<file path="config.mk">
export PLATFORM = sky130hd
export DESIGN_NAME = mix_block_out_flat
export DESIGN_NICKNAME = d
export VERILOG_FILES = /design/src/rtl/mix_block_out_if.sv /design/src/rtl/mix_block_out.sv /design/src/flat_wrapper.sv
export SDC_FILE = /design/constraint.sdc
export NUM_CORES = 1
export LEC_CHECK = 0
export CORE_MARGIN = 2
export CORE_UTILIZATION = 35
export DETAILED_ROUTE_END_ITERATION = 8
export PLACE_DENSITY = 0.51
export REMOVE_ABC_BUFFERS = 1
export SETUP_SLACK_MARGIN = 0.4
export SLEW_MARGIN = 20
export SYNTH_ARGS = -nofsm -noshare
export SYNTH_HDL_FRONTEND = slang
export SYNTH_SLANG_ARGS = --single-unit
</file>
<file path="constraint.sdc">
create_clock -name clk -period 4.3 [get_ports clk]
set_clock_uncertainty 0.2 [all_clocks]
set_input_delay 0.86 -clock clk [delete_from_list [all_inputs] [get_ports clk]]
set_output_delay 0.86 -clock clk [all_outputs]
set_load 0.03 [all_outputs]
</file>
<file path="src/rtl/mix_block_out_if.sv">
// Command, memory-port and UART-line bundle for the MIX block-output unit.
// master is the output unit itself; slave is the CPU/memory/line side.
interface mix_block_out_if #(
    parameter int unsigned ADDR_W = 12,
    parameter int unsigned WORD_W = 30
);
    logic              start;
    logic [ADDR_W-1:0] addressin;
    logic              stop;
    logic              busy;
    logic              request;
    logic [ADDR_W-1:0] addressout;
    logic              load;
    logic [WORD_W-1:0] in;
    logic              tx;

    modport master (
        input  start, addressin, load, in,
        output stop, busy, request, addressout, tx
    );

    modport slave (
        output start, addressin, load, in,
        input  stop, busy, request, addressout, tx
    );
endinterface

</file>
<file path="src/rtl/mix_block_out.sv">
// MIX block-output unit: fetches BLOCK_WORDS words from memory and sends their
// bytes MSB-first as 8N1 UART frames, optionally followed by CR/LF.
module mix_block_out #(
    parameter int unsigned ADDR_W      = 12,
    parameter int unsigned BYTES       = 5,
    parameter int unsigned BYTE_BITS   = 6,
    parameter int unsigned BLOCK_WORDS = 14,
    parameter int unsigned CLK_DIV     = 217,
    parameter int unsigned EOL         = 1
) (
    input  logic            clk,
    input  logic            reset,
    mix_block_out_if.master bus
);

    localparam int unsigned WORD_W = BYTES * BYTE_BITS;
    localparam int unsigned CNT_W  = $clog2(CLK_DIV);
    localparam int unsigned BYTE_W = (BYTES > 1) ? $clog2(BYTES) : 1;
    localparam int unsigned WIDX_W = (BLOCK_WORDS > 1) ? $clog2(BLOCK_WORDS) : 1;

    localparam logic [CNT_W-1:0]  CNT_LAST  = CNT_W'(CLK_DIV - 1);
    localparam logic [BYTE_W-1:0] BYTE_LAST = BYTE_W'(BYTES - 1);
    localparam logic [WIDX_W-1:0] WIDX_LAST = WIDX_W'(BLOCK_WORDS - 1);
    localparam logic [3:0]        STOP_BIT  = 4'd9;

    localparam logic [2:0] ST_IDLE  = 3'd0;
    localparam logic [2:0] ST_FETCH = 3'd1;
    localparam logic [2:0] ST_SEND  = 3'd2;
    localparam logic [2:0] ST_EOLS  = 3'd3;
    localparam logic [2:0] ST_DONE  = 3'd4;

    logic [2:0]        state_q,      state_d;
    logic [ADDR_W-1:0] base_q,       base_d;
    logic [WIDX_W-1:0] widx_q,       widx_d;
    logic [WORD_W-1:0] word_q,       word_d;
    logic [CNT_W-1:0]  cnt_q,        cnt_d;
    logic [3:0]        bit_q,        bit_d;
    logic [BYTE_W-1:0] byte_q,       byte_d;
    logic              eol_q,        eol_d;
    logic              pend_valid_q, pend_valid_d;
    logic [ADDR_W-1:0] pend_addr_q,  pend_addr_d;
    logic              stop_q,       stop_d;
    logic              busy_q,       busy_d;
    logic              request_q,    request_d;
    logic [ADDR_W-1:0] addressout_q, addressout_d;
    logic              tx_q,         tx_d;

    logic              launch_c;
    logic [ADDR_W-1:0] launch_addr_c;
    logic [7:0]        char_c;

    // Line value of frame bit idx: 0 start, 1..8 data LSB first, 9 stop.
    function automatic logic frame_bit(input logic [7:0] ch, input logic [3:0] idx);
        if (idx == 4'd0) begin
            return 1'b0;
        end else if (idx <= 4'd8) begin
            return ch[3'(idx - 4'd1)];
        end else begin
            return 1'b1;
        end
    endfunction

    // Character on the line: top byte of the shifting word, or CR/LF.
    always_comb begin
        char_c = 8'(word_q[WORD_W-1 -: BYTE_BITS]);
        if (state_q == ST_EOLS) begin
            char_c = eol_q ? 8'h0A : 8'h0D;
        end
    end

    always_comb begin
        state_d       = state_q;
        base_d        = base_q;
        widx_d        = widx_q;
        word_d        = word_q;
        cnt_d         = cnt_q;
        bit_d         = bit_q;
        byte_d        = byte_q;
        eol_d         = eol_q;
        pend_valid_d  = pend_valid_q;
        pend_addr_d   = pend_addr_q;
        stop_d        = 1'b0;
        request_d     = request_q;
        addressout_d  = addressout_q;
        tx_d          = tx_q;
        launch_c      = 1'b0;
        launch_addr_c = bus.addressin;

        // A command arriving mid-block waits in the single pending slot; latest wins.
        if (bus.start && (state_q != ST_IDLE) && (state_q != ST_DONE)) begin
            pend_valid_d = 1'b1;
            pend_addr_d  = bus.addressin;
        end

        case (state_q)
            ST_IDLE: begin
                tx_d = 1'b1;
                if (bus.start) begin
                    launch_c = 1'b1;
                end
            end

            ST_FETCH: begin
                if (request_q && bus.load) begin
                    word_d    = bus.in;
                    request_d = 1'b0;
                    state_d   = ST_SEND;
                    byte_d    = '0;
                    bit_d     = '0;
                    cnt_d     = '0;
                    tx_d      = 1'b0;
                end
            end

            ST_SEND, ST_EOLS: begin
                if (cnt_q != CNT_LAST) begin
                    cnt_d = cnt_q + CNT_W'(1);
                end else begin
                    cnt_d = '0;
                    if (bit_q != STOP_BIT) begin
                        bit_d = bit_q + 4'd1;
                        tx_d  = frame_bit(char_c, bit_q + 4'd1);
                    end else if ((state_q == ST_SEND) && (byte_q != BYTE_LAST)) begin
                        byte_d = byte_q + BYTE_W'(1);
                        word_d = word_q << BYTE_BITS;
                        bit_d  = '0;
                        tx_d   = 1'b0;
                    end else if ((state_q == ST_SEND) && (widx_q != WIDX_LAST)) begin
                        widx_d       = widx_q + WIDX_W'(1);
                        addressout_d = base_q + ADDR_W'(widx_q + WIDX_W'(1));
                        request_d    = 1'b1;
                        state_d      = ST_FETCH;
                        tx_d         = 1'b1;
                    end else if ((state_q == ST_SEND) && (EOL != 0)) begin
                        state_d = ST_EOLS;
                        eol_d   = 1'b0;
                        bit_d   = '0;
                        tx_d    = 1'b0;
                    end else if ((state_q == ST_EOLS) && !eol_q) begin
                        eol_d = 1'b1;
                        bit_d = '0;
                        tx_d  = 1'b0;
                    end else begin
                        state_d = ST_DONE;
                        tx_d    = 1'b1;
                    end
                end
            end

            ST_DONE: begin
                tx_d = 1'b1;
                if (bus.start || pend_valid_q) begin
                    launch_c      = 1'b1;
                    launch_addr_c = bus.start ? bus.addressin : pend_addr_q;
                end else begin
                    state_d = ST_IDLE;
                end
            end

            default: begin
                state_d   = ST_IDLE;
                request_d = 1'b0;
                tx_d      = 1'b1;
            end
        endcase

        // Accepting a block: acknowledge with stop and request the first word at once.
        if (launch_c) begin
            state_d      = ST_FETCH;
            base_d       = launch_addr_c;
            widx_d       = '0;
            pend_valid_d = 1'b0;
            stop_d       = 1'b1;
            request_d    = 1'b1;
            addressout_d = launch_addr_c;
            tx_d         = 1'b1;
        end

        busy_d = (state_d != ST_IDLE);
    end

    always_ff @(posedge clk) begin
        if (reset) begin
            state_q      <= ST_IDLE;
            base_q       <= '0;
            widx_q       <= '0;
            word_q       <= '0;
            cnt_q        <= '0;
            bit_q        <= '0;
            byte_q       <= '0;
            eol_q        <= 1'b0;
            pend_valid_q <= 1'b0;
            pend_addr_q  <= '0;
            stop_q       <= 1'b0;
            busy_q       <= 1'b0;
            request_q    <= 1'b0;
            addressout_q <= '0;
            tx_q         <= 1'b1;
        end else begin
            state_q      <= state_d;
            base_q       <= base_d;
            widx_q       <= widx_d;
            word_q       <= word_d;
            cnt_q        <= cnt_d;
            bit_q        <= bit_d;
            byte_q       <= byte_d;
            eol_q        <= eol_d;
            pend_valid_q <= pend_valid_d;
            pend_addr_q  <= pend_addr_d;
            stop_q       <= stop_d;
            busy_q       <= busy_d;
            request_q    <= request_d;
            addressout_q <= addressout_d;
            tx_q         <= tx_d;
        end
    end

    assign bus.stop       = stop_q;
    assign bus.busy       = busy_q;
    assign bus.request    = request_q;
    assign bus.addressout = addressout_q;
    assign bus.tx         = tx_q;

endmodule

</file>
<file path="src/flat_wrapper.sv">
// flat-port wrapper written by rule: the top's interface ports become plain ports
module mix_block_out_flat 
#(
    parameter int unsigned ADDR_W      = 12,
    parameter int unsigned BYTES       = 5,
    parameter int unsigned BYTE_BITS   = 6,
    parameter int unsigned BLOCK_WORDS = 14,
    parameter int unsigned CLK_DIV     = 217,
    parameter int unsigned EOL         = 1
)
  (clk, reset, bus_start, bus_addressin, bus_load, bus_in, bus_stop, bus_busy, bus_request, bus_addressout, bus_tx);
  mix_block_out_if #(.ADDR_W(ADDR_W), .WORD_W((BYTES * BYTE_BITS))) bus_i ();
  input  logic clk;
  input  logic reset;
  input wire logic [$bits(bus_i.start)-1:0] bus_start;
  input wire logic [$bits(bus_i.addressin)-1:0] bus_addressin;
  input wire logic [$bits(bus_i.load)-1:0] bus_load;
  input wire logic [$bits(bus_i.in)-1:0] bus_in;
  output wire logic [$bits(bus_i.stop)-1:0] bus_stop;
  output wire logic [$bits(bus_i.busy)-1:0] bus_busy;
  output wire logic [$bits(bus_i.request)-1:0] bus_request;
  output wire logic [$bits(bus_i.addressout)-1:0] bus_addressout;
  output wire logic [$bits(bus_i.tx)-1:0] bus_tx;
  assign bus_i.start = bus_start;
  assign bus_i.addressin = bus_addressin;
  assign bus_i.load = bus_load;
  assign bus_i.in = bus_in;
  assign bus_stop = bus_i.stop;
  assign bus_busy = bus_i.busy;
  assign bus_request = bus_i.request;
  assign bus_addressout = bus_i.addressout;
  assign bus_tx = bus_i.tx;
  mix_block_out #(.ADDR_W(ADDR_W), .BYTES(BYTES), .BYTE_BITS(BYTE_BITS), .BLOCK_WORDS(BLOCK_WORDS), .CLK_DIV(CLK_DIV), .EOL(EOL)) u_core (.clk(clk), .reset(reset), .bus(bus_i));
endmodule
</file>
# Word level (Yosys, flattened, before mapping)
# Cells that the tools add are included.
totals:
  reg_bits: 94
  inputBits: 46
  out_inout_bits: 16
  wordCells: 145
classes:
  add_sub_neg: 7
  magnitude_cmp: 2
  n_eq_ne: 24
  mux: 66
  bitwise_logic: 4
  n_reduce_logical: 27
ops:
  columns: ["op", "n"]
  rows:
  - ["$mux W30", 4]
  - ["$mux W12", 9]
  - ["$pmux W30 S2", 1]
  - ["$mux W3", 14]
  - ["$mux W4", 7]
  - ["$mux W8", 3]
  - ["$mux W1", 20]
  - ["$reduce_and A5 Y1", 4]
  - ["$pmux W8 S2", 1]
  - ["$add A12 B12 Y12", 1]
  - ["$ne A2 B1 Y1 const B", 6]
  - ["$pmux W3 S4", 1]
  - ["$reduce_and A6 Y1", 2]
  - ["$ne A3 B2 Y1 const B", 3]
  - ["$add A4 B1 Y4 const B", 2]
  - ["$add A8 B1 Y8 const B", 1]
  - ["$ne A4 B4 Y1 const B", 2]
  - ["$ne A8 B8 Y1 const B", 1]
  - ["$pmux W4 S2", 1]
  - ["$reduce_bool A2 Y1", 4]
  - ["$eq A3 B2 Y1 const B", 2]
  - ["$logic_and A1 B1 Y1", 6]
  - ["$ne A3 B1 Y1 const B", 2]
  - ["$ne A3 B3 Y1 const B", 2]
  - ["22 further kinds", 31]

# Longest topological paths before layout
# Gate-level depths: netlist of the first run.
depth:
  word_depth: 11
  depth_mapped: 9

# Worst setup path after synthesis of the first run
# OpenSTA, ideal clock, no wires.
synth_path:
  path_kind: "flip-flop to flip-flop"
  start: "reg u_core.widx_q[1]"
  end: "reg u_core.addressout_q[8] (netlist: u_core.bus.addressout[8])"
  arrival_ns: 2.182
  t_required_ns: 4.009
  path_slack_ns: 1.827
  path_stages_with_launch: 10
  cell_sequence: "dfxtp_1 inv_1 ha_1 inv_1 fa_1 a211oi_1 o21bai_1 nand4_1 mux2_2 a311oi_1"
synth_between:
  elab_chain_cells: 8
  elab_cells_between_ends: 12
synth_lines:
  columns: ["element", "line_no", "rtl"]
  rows:
  - ["start, declared", "mix_block_out.sv:34", "logic [WIDX_W-1:0] widx_q, widx_d;"]
  - ["start signal, assigned", "mix_block_out.sv:202", "widx_q <= widx_d;"]
  - ["$add A4 B1 Y5", "mix_block_out.sv:130", "addressout_d = base_q + ADDR_W'(widx_q + WIDX_W'(1));"]
  - ["$add A12 B12 Y12", "mix_block_out.sv:130", null]
  - ["$mux W12", "mix_block_out.sv:128", "end else if ((state_q == ST_SEND) && (widx_q != WIDX_LAST)) begin"]
  - ["$mux W12", "mix_block_out.sv:123", "end else if ((state_q == ST_SEND) && (byte_q != BYTE_LAST)) begin"]
  - ["$mux W12", "mix_block_out.sv:120", "if (bit_q != STOP_BIT) begin"]
  - ["$mux W12", "mix_block_out.sv:116", "if (cnt_q != CNT_LAST) begin"]
  - ["$mux W12", "mix_block_out.sv:95", "case (state_q)"]
  - ["$mux W12", "mix_block_out.sv:168", "if (launch_c) begin"]
  - ["end signal, assigned", "mix_block_out.sv:213", "addressout_q <= addressout_d;"]
  - ["end, declared", "mix_block_out.sv:45", "logic [ADDR_W-1:0] addressout_q, addressout_d;"]
# Parallel ways exist; a longest one is shown, timed or not. The select of a mux whose other input is x is not followed.
# A chain may end at the register's enable or synchronous reset.

# Final worst setup path of the first run
layout_path:
  start: "in bus_load"
  end: "reg u_core.bit_q[3]"
layout_between:
  elab_chain_cells: 3
layout_lines:
  columns: ["element", "line_no", "rtl"]
  rows:
  - ["start, declared", "flat_wrapper.sv:17", "input wire logic [$bits(bus_i.load)-1:0] bus_load;"]
  - ["$logic_and A1 B1 Y1", "mix_block_out.sv:104", "if (request_q && bus.load) begin"]
  - ["$ne A2 B1 Y1 (no source line)", null, null]
  - ["$reduce_and A5 Y1 (no source line)", null, null]
  - ["end signal, assigned", "mix_block_out.sv:205", "bit_q <= bit_d;"]
  - ["end, declared", "mix_block_out.sv:37", "logic [3:0] bit_q, bit_d;"]
# Every way passes these cells.

==> impl_metrics.ini, run 1 <==
[run]
maxCapViolations = 0

[yosys]
synth_fa_ha_area_frac = 0.0376
syn-mean-instance-area_um2 = 8.44
synth.yosys.warnings = 0
muxShareOfSynthArea = 0.0126
synth_top_family_by_area = simple AND/OR/NAND/NOR gates
async_flop_share = 0
synth_compound_area_frac = 0.231
dominantRegCellSynth = sky130_fd_sc_hd__dfxtp_1
synth.ff_latch_count = 94
share_of_the_yosys_chip_area_belonging_to_registers = 0.387
post_synth_and_or_nand_nor_area_fraction = 0.245
synth_area_um2 = 4860
synth_xor_area_frac = 0.0324
post_synth_inst_count = 576
netlist-cell-type-count = 67
synth-edff-count = 0

[timing]
tightest_slew_ns = 0.710
timing.final.crit_period_ns = 2.82
tns_ns = 0
timing.fmax_ghz = 0.355
hold_ws_ns = 0.253
timing.final.crit_share = 0.656
slew_headroom = 0.525
final_max_slew_viol_count = 0
grt_setup_unrepaired = no
hold_viol_final = 0
finalSetupViolCount = 0

[detailed_routing]
drt.antenna.violating_nets = 0
wire_per_inst_um = 15.6
post-route-drc-count = 0
postRouteWirelength_um = 12500
drt_pre_antenna_iters = 4
vias = 4365
vias_per_cell = 5.46
first_iter_violations = 240

[placed_design]
place.detailed.hpwl_um = 8690
gp_congestion = 0.861
placed_cell_area_um2 = 5560
port_bufs = 61

[worst_setup_path]
cp-startpoint = bus_load
cpPeakStageDelay_ns = 0.61
critPathLaunchType = primary input
crit-reg2reg-launch = u_core.widx_q[1]$_SDFFE_PP0P_
critPathTopFamily = simple AND/OR/NAND/NOR gates
worst-path-buf-inv = 1
worst_ep_arrival_time_ns = 2.88
critPathSlowestCell = sky130_fd_sc_hd__nor2_1
worst-setup-path-type = in2reg
worst-endpoint-required_ns = 4.36
timing.critical_path.mode_cell = sky130_fd_sc_hd__a31oi_1
timing.critical_path.fanout_max = 11
cell_by_cell_listing_of_the_critical_path = clkdlybuf4s50_1 > a31oi_1 > or2_0 > nor2_1 > a31oi_1 > a311oi_1
crit_path_end_kind = register

[die]
boundaryPins = 62
die_area_um2 = 14900
die_w_um = 122
fp.coreArea_um2 = 13700
start_util = 0.354
die-height_um = 122
std_cell_rows = 43

[cells_and_area]
post_route_cells_drive_above_1_share = 0.0855
syn_to_final_growth_pct = 20.6
fin_util = 0.428
finalNetCount = 675
num_antenna_cells = 0
finalInstanceArea_um2 = 5870

[global_route]
globalRouteOverflowTotal = 0
antenna_found_initial = 0
grt_max_degree = 51
grt_pass1_vias = 4110
grt_pass1_wl_um = 20400
groute.usage.overall = 0.175

[power]
power_per_cell_area_nw_per_um2 = 366
max-vdd-ir-drop_mv = 0.198
static-leakage-power_nw = 2.16

[clocking]
cts.path.max_buffers = 2
cts_hold_buf = 0
cts_max_level = 3
cts_post_setup_buffers_inserted = 0
cts_tree = done
clock-sinks = 94
clock_insertion_delay_worst_skew_ns = 0.36
path_clk_slew_ns = 0.07
tritoncts.num_buffers = 9
cts.root.buffer_cell = sky130_fd_sc_hd__clkbuf_16
cts-resized-gates = 0

[status]
outcome = finished, final reports clean

[hold_path]
hold_path_class = reg2reg
hold_start = u_core.word_q[3]$_SDFFE_PP0P_
-- synth_stat cells, drive strengths merged, types with 7 or more instances --
master	n	area, um2
xor2	12	105
nand3	13	65.1
nor3	29	145
nor2	62	233
o221ai	14	123
o21ai	10	53.8
a31oi	9	56.3
nand2	96	360
ha	13	163
nor4	7	58.8
a21oi	30	150
inv	12	45.0
dfxtp	94	1880
clkbuf	24	90.1
buf	20	129
a311oi	30	350
-- per-layer routing --
| layer | GRT usage | up-vias | part of all wire |
|---|---|---|---|
| met2 | 0.292 | 92 | 0.48 |
| met3 | 0.0262 | 17 | 0.037 |
| met4 | 0.0754 | 0 | 0.020 |
| met1 | 0.223 | 2085 | 0.46 |
| li1 | - | 2171 | - |
| met5 | 0 | - | 0 |
-- power by group --
| group | internal [mW] | switching (mW) |
|---|---|---|
| Sequential | 0.928 | 0.0413 |
| Clock | 0.457 | 0.369 |
| Combinational | 0.153 | 0.201 |
| Total | 1.54 | 0.611 |
-- kinds of logic after synthesis --
kind of cell               Yosys count
and+or+nand+nor                    247
AOI/OAI and AO/OA                  141
DFF                                 94
buffers and inverters               56
xor gates and xnor gates            18
adders and majority gates           14
muxes                                6
-- through the flow --
stage / instances / power, mW / setup slack [ns]
floorplan: 532 / 1.19 / 1.42
global placement: 784 / 1.34 / 1.20
detailed placement: 784 / 1.34 / 1.13
CTS: 800 / 2.18 / 1.49
global route: 800 / 2.25 / 1.27
finish: 800 / 2.15 / 1.48
-- worst paths after layout --
path,end,slack (ns),cells past startpoint
hold reg to reg,u_core.word_q[3]$_SDFFE_PP0P_,0.25,2
setup reg to reg,u_core.bus.addressout[8]$_SDFFE_PP0P_,1.54,9
hold / removal,u_core.word_q[3]$_SDFFE_PP0P_,0.25,2
setup / recovery,u_core.bit_q[3]$_SDFFE_PP0P_,1.48,6
-- registers in the layout, indices dropped and copies added (netlist names), 3 cells and up --
| name | count |
|---|---|
| u_core.base_q | 12 |
| u_core.bit_q | 4 |
| u_core.bus.addressout | 12 |
| u_core.byte_q | 3 |
| u_core.cnt_q | 8 |
| u_core.pend_addr_q | 12 |
| u_core.state_q | 3 |
| u_core.widx_q | 4 |
| u_core.word_q | 30 |
-- cell type report --
class                      instances  area [um2]
timing repair buffer              72         688
tap                              180         225
sequential                        94        1880
inverter                          12        45.0
clock inverter                     7        80.1
clock buffer                       9         225
fill                            1344        7850
multi-input combinational        426        2720
-- tightest hold or removal path: stages, from the launching register on --
cell	delay, ns
sky130_fd_sc_hd__dfxtp_1	0.31
sky130_fd_sc_hd__nand2_1	0.05
sky130_fd_sc_hd__a21oi_1	0.05
-- cells in the final DEF, fill, tap and decap left out, types with 3 or more instances in the layout --
master                            Yosys  layout
sky130_fd_sc_hd__clkdlybuf4s50_1      0      60
sky130_fd_sc_hd__and4b_1              3       3
sky130_fd_sc_hd__and3_1               6       6
sky130_fd_sc_hd__inv_1               12      12
sky130_fd_sc_hd__nand3b_1             4       4
sky130_fd_sc_hd__dfxtp_1             94      94
sky130_fd_sc_hd__a31oi_1              9       9
sky130_fd_sc_hd__o211ai_1             5       5
sky130_fd_sc_hd__nor2_1              62      62
sky130_fd_sc_hd__a22oi_1              5       5
sky130_fd_sc_hd__nand3_1             13      13
sky130_fd_sc_hd__xnor2_1              6       6
sky130_fd_sc_hd__ha_1                13      13
sky130_fd_sc_hd__nand2_1             96      96
sky130_fd_sc_hd__nand2b_1             6       6
sky130_fd_sc_hd__xor2_1              12      12
sky130_fd_sc_hd__a311oi_2            14      14
sky130_fd_sc_hd__nor3_1              29      29
sky130_fd_sc_hd__buf_4                2      11
sky130_fd_sc_hd__o21ai_0              8       8
sky130_fd_sc_hd__mux2i_1              5       5
sky130_fd_sc_hd__a21oi_1             30      30
sky130_fd_sc_hd__a311oi_1            16      16
sky130_fd_sc_hd__o31ai_1              4       4
sky130_fd_sc_hd__nor4_1               6       6
sky130_fd_sc_hd__a21o_1               6       6
sky130_fd_sc_hd__o221ai_1            14      14
sky130_fd_sc_hd__a211oi_1             5       5
sky130_fd_sc_hd__clkbuf_16            0       9
sky130_fd_sc_hd__nand4_1              4       4
sky130_fd_sc_hd__a21boi_0             3       3
(Power assumes the default switching activity.)
==> run 2: changes to the inputs <==
clock period = 2.8 ns   (was 4.3 ns; I/O delays follow)
==> run 2 against run 1 <==
Global-route usage rose by 0.51 points. Die area did not move. Wire length rose by 2.8%. Register-to-register slack got worse by 1.1 ns. Sequential share of layout area fell by 1.5 points. Count of clock-buffer cells in the layout did not move. Non-clock buffer count rose by 19. Critical path depth rose by 2. Clock power rose by 46%. First-iteration DRC count rose by 2.9%. Cell area rose by 5.5%. Sequential power rose by 54%. Critical endpoint is now u_core.bus.addressout[8]$_SDFFE_PP0P_. Highest routed layer unchanged.
==> impl_metrics.ini, run 2 (synthesized netlist as in run 1, its figures left out) <==
[detailed_routing]
drt.antenna.violating_nets = 0
post-route-drc-count = 0
postRouteWirelength_um = 12900
vias_per_cell = 5.36
vias = 4389
first_iter_violations = 247
wire_per_inst_um = 15.7
drt_pre_antenna_iters = 5

[global_route]
met3_usage = 0.0510
globalRouteOverflowTotal = 0
grt_pass1_wl_um = 20900
grt_use_met2 = 0.304
grt_max_degree = 56
grt_pass1_vias = 4128
groute.usage.overall = 0.180
busiest_layer = met2
antenna_found_initial = 0
groute.layer.met1.usage = 0.222

[power]
power.share.combinational = 0.179
design_power_total_mw = 3.29
max-vdd-ir-drop_mv = 0.406
power.sequential.fraction = 0.453
clock_share_of_power = 0.368
power.switching_fraction = 0.278
p_int_mw = 2.37
power_per_cell_area_nw_per_um2 = 531
static-leakage-power_nw = 2.27
switchingPower_mw = 0.915

[worst_setup_path]
cell_by_cell_listing_of_the_critical_path = nand3_1 > xnor2_1 > ha_1 > o21ai_1 > o21bai_2 > nand4_1 > mux2_2 > a311oi_2
critPathSlowestCell = sky130_fd_sc_hd__dfxtp_4
worst-endpoint-required_ns = 2.87
worst-path-buf-inv = 0
critPathLaunchType = register
worst_ep_arrival_time_ns = 2.43
cpPeakStageDelay_ns = 0.39
worst-setup-path-type = reg2reg
timing.critical_path.fanout_max = 6
crit_path_end_kind = register
critPathTopFamily = compound AO/OA/AOI/OAI gates

[placed_design]
dpl_worst_slack_ns = 0.0426
place.detailed.hpwl_um = 9030
gp_congestion = 0.865
port_bufs = 61

[timing]
slew_headroom = 0.638
timing.final.crit_period_ns = 2.36
tightest_slew_ns = 0.542
finalSetupViolCount = 0
hold_ws_ns = 0.252
grt_setup_unrepaired = yes
timing.fmax_ghz = 0.424
timing.final.crit_share = 0.843
fin_ws_ns = 0.441
hold_viol_final = 0
final_max_slew_viol_count = 0

[cells_and_area]
syn_to_final_growth_pct = 27.2
largest_register_by_flop_count = u_core.word_q
post_route_cells_drive_above_1_share = 0.153
fin_util = 0.451
largest_reg_flops = 30
finalNetCount = 694
layout.cells.most_common_list = 96 x sky130_fd_sc_hd__nand2_1, 91 x sky130_fd_sc_hd__dfxtp_1, 61 x sky130_fd_sc_hd__nor2_1
num_antenna_cells = 0
layout.cells.most_common = sky130_fd_sc_hd__nand2_1

[die]
boundaryPins = 62
fp.coreArea_um2 = 13700
die-height_um = 122
die_area_um2 = 14900
die_w_um = 122
start_util = 0.354
std_cell_rows = 43

[clocking]
cts.path.max_buffers = 2
clock-sinks = 94
cts.root.buffer_cell = sky130_fd_sc_hd__clkbuf_16
cts_max_level = 3
cts_tree = done
path_clk_slew_ns = 0.07
tritoncts.num_buffers = 9
cts_hold_buf = 0
clock_insertion_delay_worst_skew_ns = 0.35

[hold_path]
hold_path_class = reg2reg

[run]
maxCapViolations = 0

[status]
outcome = finished, final reports clean
run 2: cell types whose count changed in the layout (fill, tap and decap cells not counted), moves of 3 or more:
cell and delta:
sky130_fd_sc_hd__dfxtp_4 +3, sky130_fd_sc_hd__dfxtp_1 -3, sky130_fd_sc_hd__buf_4 +17, sky130_fd_sc_hd__clkinv_2 +4, sky130_fd_sc_hd__ha_4 +5, sky130_fd_sc_hd__ha_1 -6
run 2: worst paths after layout:
check	to	cells past startpoint	from	slack, ns
min	u_core.word_q[3]$_SDFFE_PP0P_	2	u_core.word_q[3]$_SDFFE_PP0P_	0.25
max	u_core.bus.addressout[8]$_SDFFE_PP0P_	8	u_core.widx_q[2]$_SDFFE_PP0P_	0.44
min reg2reg	u_core.word_q[3]$_SDFFE_PP0P_	2	u_core.word_q[3]$_SDFFE_PP0P_	0.25
max reg2reg	u_core.bus.addressout[8]$_SDFFE_PP0P_	8	u_core.widx_q[2]$_SDFFE_PP0P_	0.44
run 2: metal layers:
layer	part of all wire	vias up
met5	0	-
met4	0.016	0
met3	0.041	16
met2	0.49	90
met1	0.45	2072
li1	-	2211
run 2: layout make-up:
class | count | area, um2
inverter | 12 | 47.5
clock inverter | 7 | 65.1
tap | 180 | 225
sequential | 94 | 1890
clock buffer | 9 | 225
timing repair buffer | 91 | 856
multi-input combinational | 426 | 2870
fill | 1362 | 7530
run 2: per-stage QoR:
stage	area, um2	cells	TNS (ns)
floorplan	4640	532	-0.434
CTS	6010	812	0
finish	6190	819	0
global placement	5660	794	0
global route	6190	819	0
detailed placement	5660	794	0
run 2: tightest hold or removal path: stages (launching register included):
cell and delay (ns):
sky130_fd_sc_hd__dfxtp_1 0.31, sky130_fd_sc_hd__nand2_1 0.05, sky130_fd_sc_hd__a21oi_1 0.05
run 2: power by group through the flow:
| stage | registers (mW) | logic, mW | clock network [mW] |
|---|---|---|---|
| final | 1.49 | 0.587 | 1.21 |
| after global placement | 1.52 | 0.558 | 0 |
| after detailed placement | 1.52 | 0.565 | 0 |
| after CTS | 1.49 | 0.572 | 1.25 |
| after global routing | 1.50 | 0.645 | 1.31 |
| after floorplan | 1.55 | 0.269 | 0 |
run 2: repair_timing:
action,in CTS,in global routing
pin swaps,8,6
resized for setup,14,24
setup buffers,2,7
endpoints found under the setup margin,7,27
==> run 3: changes to the inputs <==
PLACE_DENSITY = 0.53   (was 0.51)
clock period = 1.9 ns   (was 2.8 ns; I/O delays follow)
==> run 3 against run 2 <==
Largest cell class unchanged. Count of clock-buffer cells in the layout is 1 higher. Sequential power is 49% higher. Fmax down 0.53%. Sequential cell count unchanged. The flow now finishes with violations (negative setup slack). Largest power group unchanged. Wire length rose by 25%. Clock power increased by 63%.
==> impl_metrics.ini, run 3 (synthesized netlist as in run 1, its figures left out) <==
[global_route]
antenna_found_initial = 0
grt_max_degree = 37
grt_pass1_vias = 5220
grt_pass1_wl_um = 25400
globalRouteOverflowTotal = 0
groute.usage.overall = 0.215

[power]
clock_share_of_power = 0.349
power.switching_fraction = 0.286
design_power_total_mw = 5.66
power.sequential.fraction = 0.392
max-vdd-ir-drop_mv = 0.477
static-leakage-power_nw = 3.41
power.share.combinational = 0.259
switchingPower_mw = 1.62
power_per_cell_area_nw_per_um2 = 651
p_int_mw = 4.04

[worst_setup_path]
timing.critical_path.fanout_max = 3
worst_ep_arrival_time_ns = 2.39
crit_path_end_kind = register
worst-setup-path-type = reg2reg
reg2reg_slack_ns = -0.47
critPathLaunchType = register
critPathCapture = u_core.bus.addressout[4]$_SDFFE_PP0P_
worst-endpoint-required_ns = 1.92
crit-reg2reg-launch = u_core.widx_q[1]$_SDFFE_PP0P_
worstReg2RegEnd = u_core.bus.addressout[4]$_SDFFE_PP0P_
r2r.worst_path.cells = 10
cp-startpoint = u_core.widx_q[1]$_SDFFE_PP0P_

[placed_design]
dpl_worst_slack_ns = -0.706
gp_congestion = 0.906
dp_cells = 876
port_bufs = 61
place.detailed.hpwl_um = 9770

[cells_and_area]
post_route_cells_drive_above_1_share = 0.526
num_antenna_cells = 0
syn_to_final_growth_pct = 78.8
finalNetCount = 834
fin_util = 0.634
largest_register_by_flop_count = u_core.word_q
largest_reg_flops = 30
layout.cells.most_common = sky130_fd_sc_hd__buf_4
final.fill_count = 1087
finalNonFillerCells = 959
layout.cells.most_common_list = 99 x sky130_fd_sc_hd__buf_4, 81 x sky130_fd_sc_hd__nand2_1, 81 x sky130_fd_sc_hd__dfxtp_1
register_area_um2 = 1910
multiInputGateArea_um2 = 3900

[detailed_routing]
wire_per_inst_um = 16.8
post-route-drc-count = 0
vias = 5075
vias_per_cell = 5.29
first_iter_violations = 270
drt_pre_antenna_iters = 5
drt.antenna.violating_nets = 0
postRouteWirelength_um = 16100

[hold_path]
hold_start = u_core.bus.addressout[2]$_SDFFE_PP0P_
hold_path_class = reg2reg
hold-path-cell-count = 2

[clocking]
path_clk_slew_ns = 0.07
clock-sinks = 94
clock_insertion_delay_worst_skew_ns = 0.35
cts_max_level = 3
cts.path.max_buffers = 2
cts.root.buffer_cell = sky130_fd_sc_hd__clkbuf_16
tritoncts.num_buffers = 9
cts_tree = done

[timing]
timing.final.crit_period_ns = 2.37
hold_viol_final = 0
fin_ws_ns = -0.472
final_max_slew_viol_count = 0
timing.final.crit_share = 1.25
tns_ns = -6.88
tightest_slew_ns = 0.435
grt_setup_unrepaired = yes
timing.fmax_ghz = 0.422
slew_headroom = 0.710
finalSetupViolCount = 55

[status]
failed_checks = negative setup slack
outcome = complete, but fails checks

[die]
boundaryPins = 62
die-height_um = 122
die_w_um = 122
std_cell_rows = 43
die_area_um2 = 14900
start_util = 0.354
fp.coreArea_um2 = 13700

[run]
maxCapViolations = 0
==> run 3: worst max-delay path, stage by stage (launching register included) <==
cell,delay (ns)
sky130_fd_sc_hd__dfxtp_4,0.38
sky130_fd_sc_hd__inv_4,0.04
sky130_fd_sc_hd__ha_4,0.26
sky130_fd_sc_hd__inv_4,0.04
sky130_fd_sc_hd__fa_2,0.35
sky130_fd_sc_hd__buf_4,0.15
sky130_fd_sc_hd__buf_6,0.11
sky130_fd_sc_hd__a21o_1,0.15
sky130_fd_sc_hd__a211o_1,0.30
sky130_fd_sc_hd__o211ai_1,0.14
sky130_fd_sc_hd__a311oi_1,0.13
==> run 3: cell type report <==
cell class / count / area share
Clock buffer: 10 / 0.0275
Clock inverter: 6 / 0.00978
Inverter: 12 / 0.00575
Multi-Input combinational cell: 427 / 0.448
Sequential cell: 94 / 0.219
Tap cell: 180 / 0.0259
Timing Repair Buffer: 230 / 0.263
==> run 3: worst min path at each step <==
stage / to
floorplan: u_core.word_q[0]$_SDFFE_PP0P_
global placement: u_core.word_q[1]$_SDFFE_PP0P_
detailed placement: u_core.word_q[3]$_SDFFE_PP0P_
CTS: u_core.bus.addressout[2]$_SDFFE_PP0P_
global route: u_core.base_q[9]$_SDFFE_PP0P_
finish: u_core.bus.addressout[2]$_SDFFE_PP0P_
==> run 3: metal layers <==
layer  vias up  part of all wire  track usage
li1       2496                 -            -
met1      2469              0.42        0.252
met4         0             0.013       0.0575
met5         -                 0            0
met3        21             0.034       0.0384
met2        89              0.54        0.400
==> run 3: stage by stage <==
step                      hold WS [ns]  area, um2
after floorplan                  0.226       4640
after global placement           0.239       6330
after detailed placement         0.251       6330
after CTS                        0.261       8110
after global routing             0.268       8700
final                            0.257       8700
==> run 3: power groups by stage <==
| stage | registers, mW | logic, mW | clock network [mW] |
|---|---|---|---|
| 2_1_floorplan | 2.29 | 0.396 | 0 |
| 3_3_place_gp | 2.23 | 0.955 | 0 |
| 3_5_place_dp | 2.23 | 0.971 | 0 |
| 4_1_cts | 2.20 | 1.32 | 2.02 |
| 5_1_grt | 2.23 | 1.56 | 2.10 |
| 6_report | 2.22 | 1.46 | 1.97 |
==> run 3: repair_timing <==
item                                    4_1_cts  5_1_grt
hold buffers                                  0        0
setup buffers                                44       17
endpoints found under the setup margin      109      100
pin swaps                                   117       57
gates cloned                                  6        0
gates resized for setup                     340       98
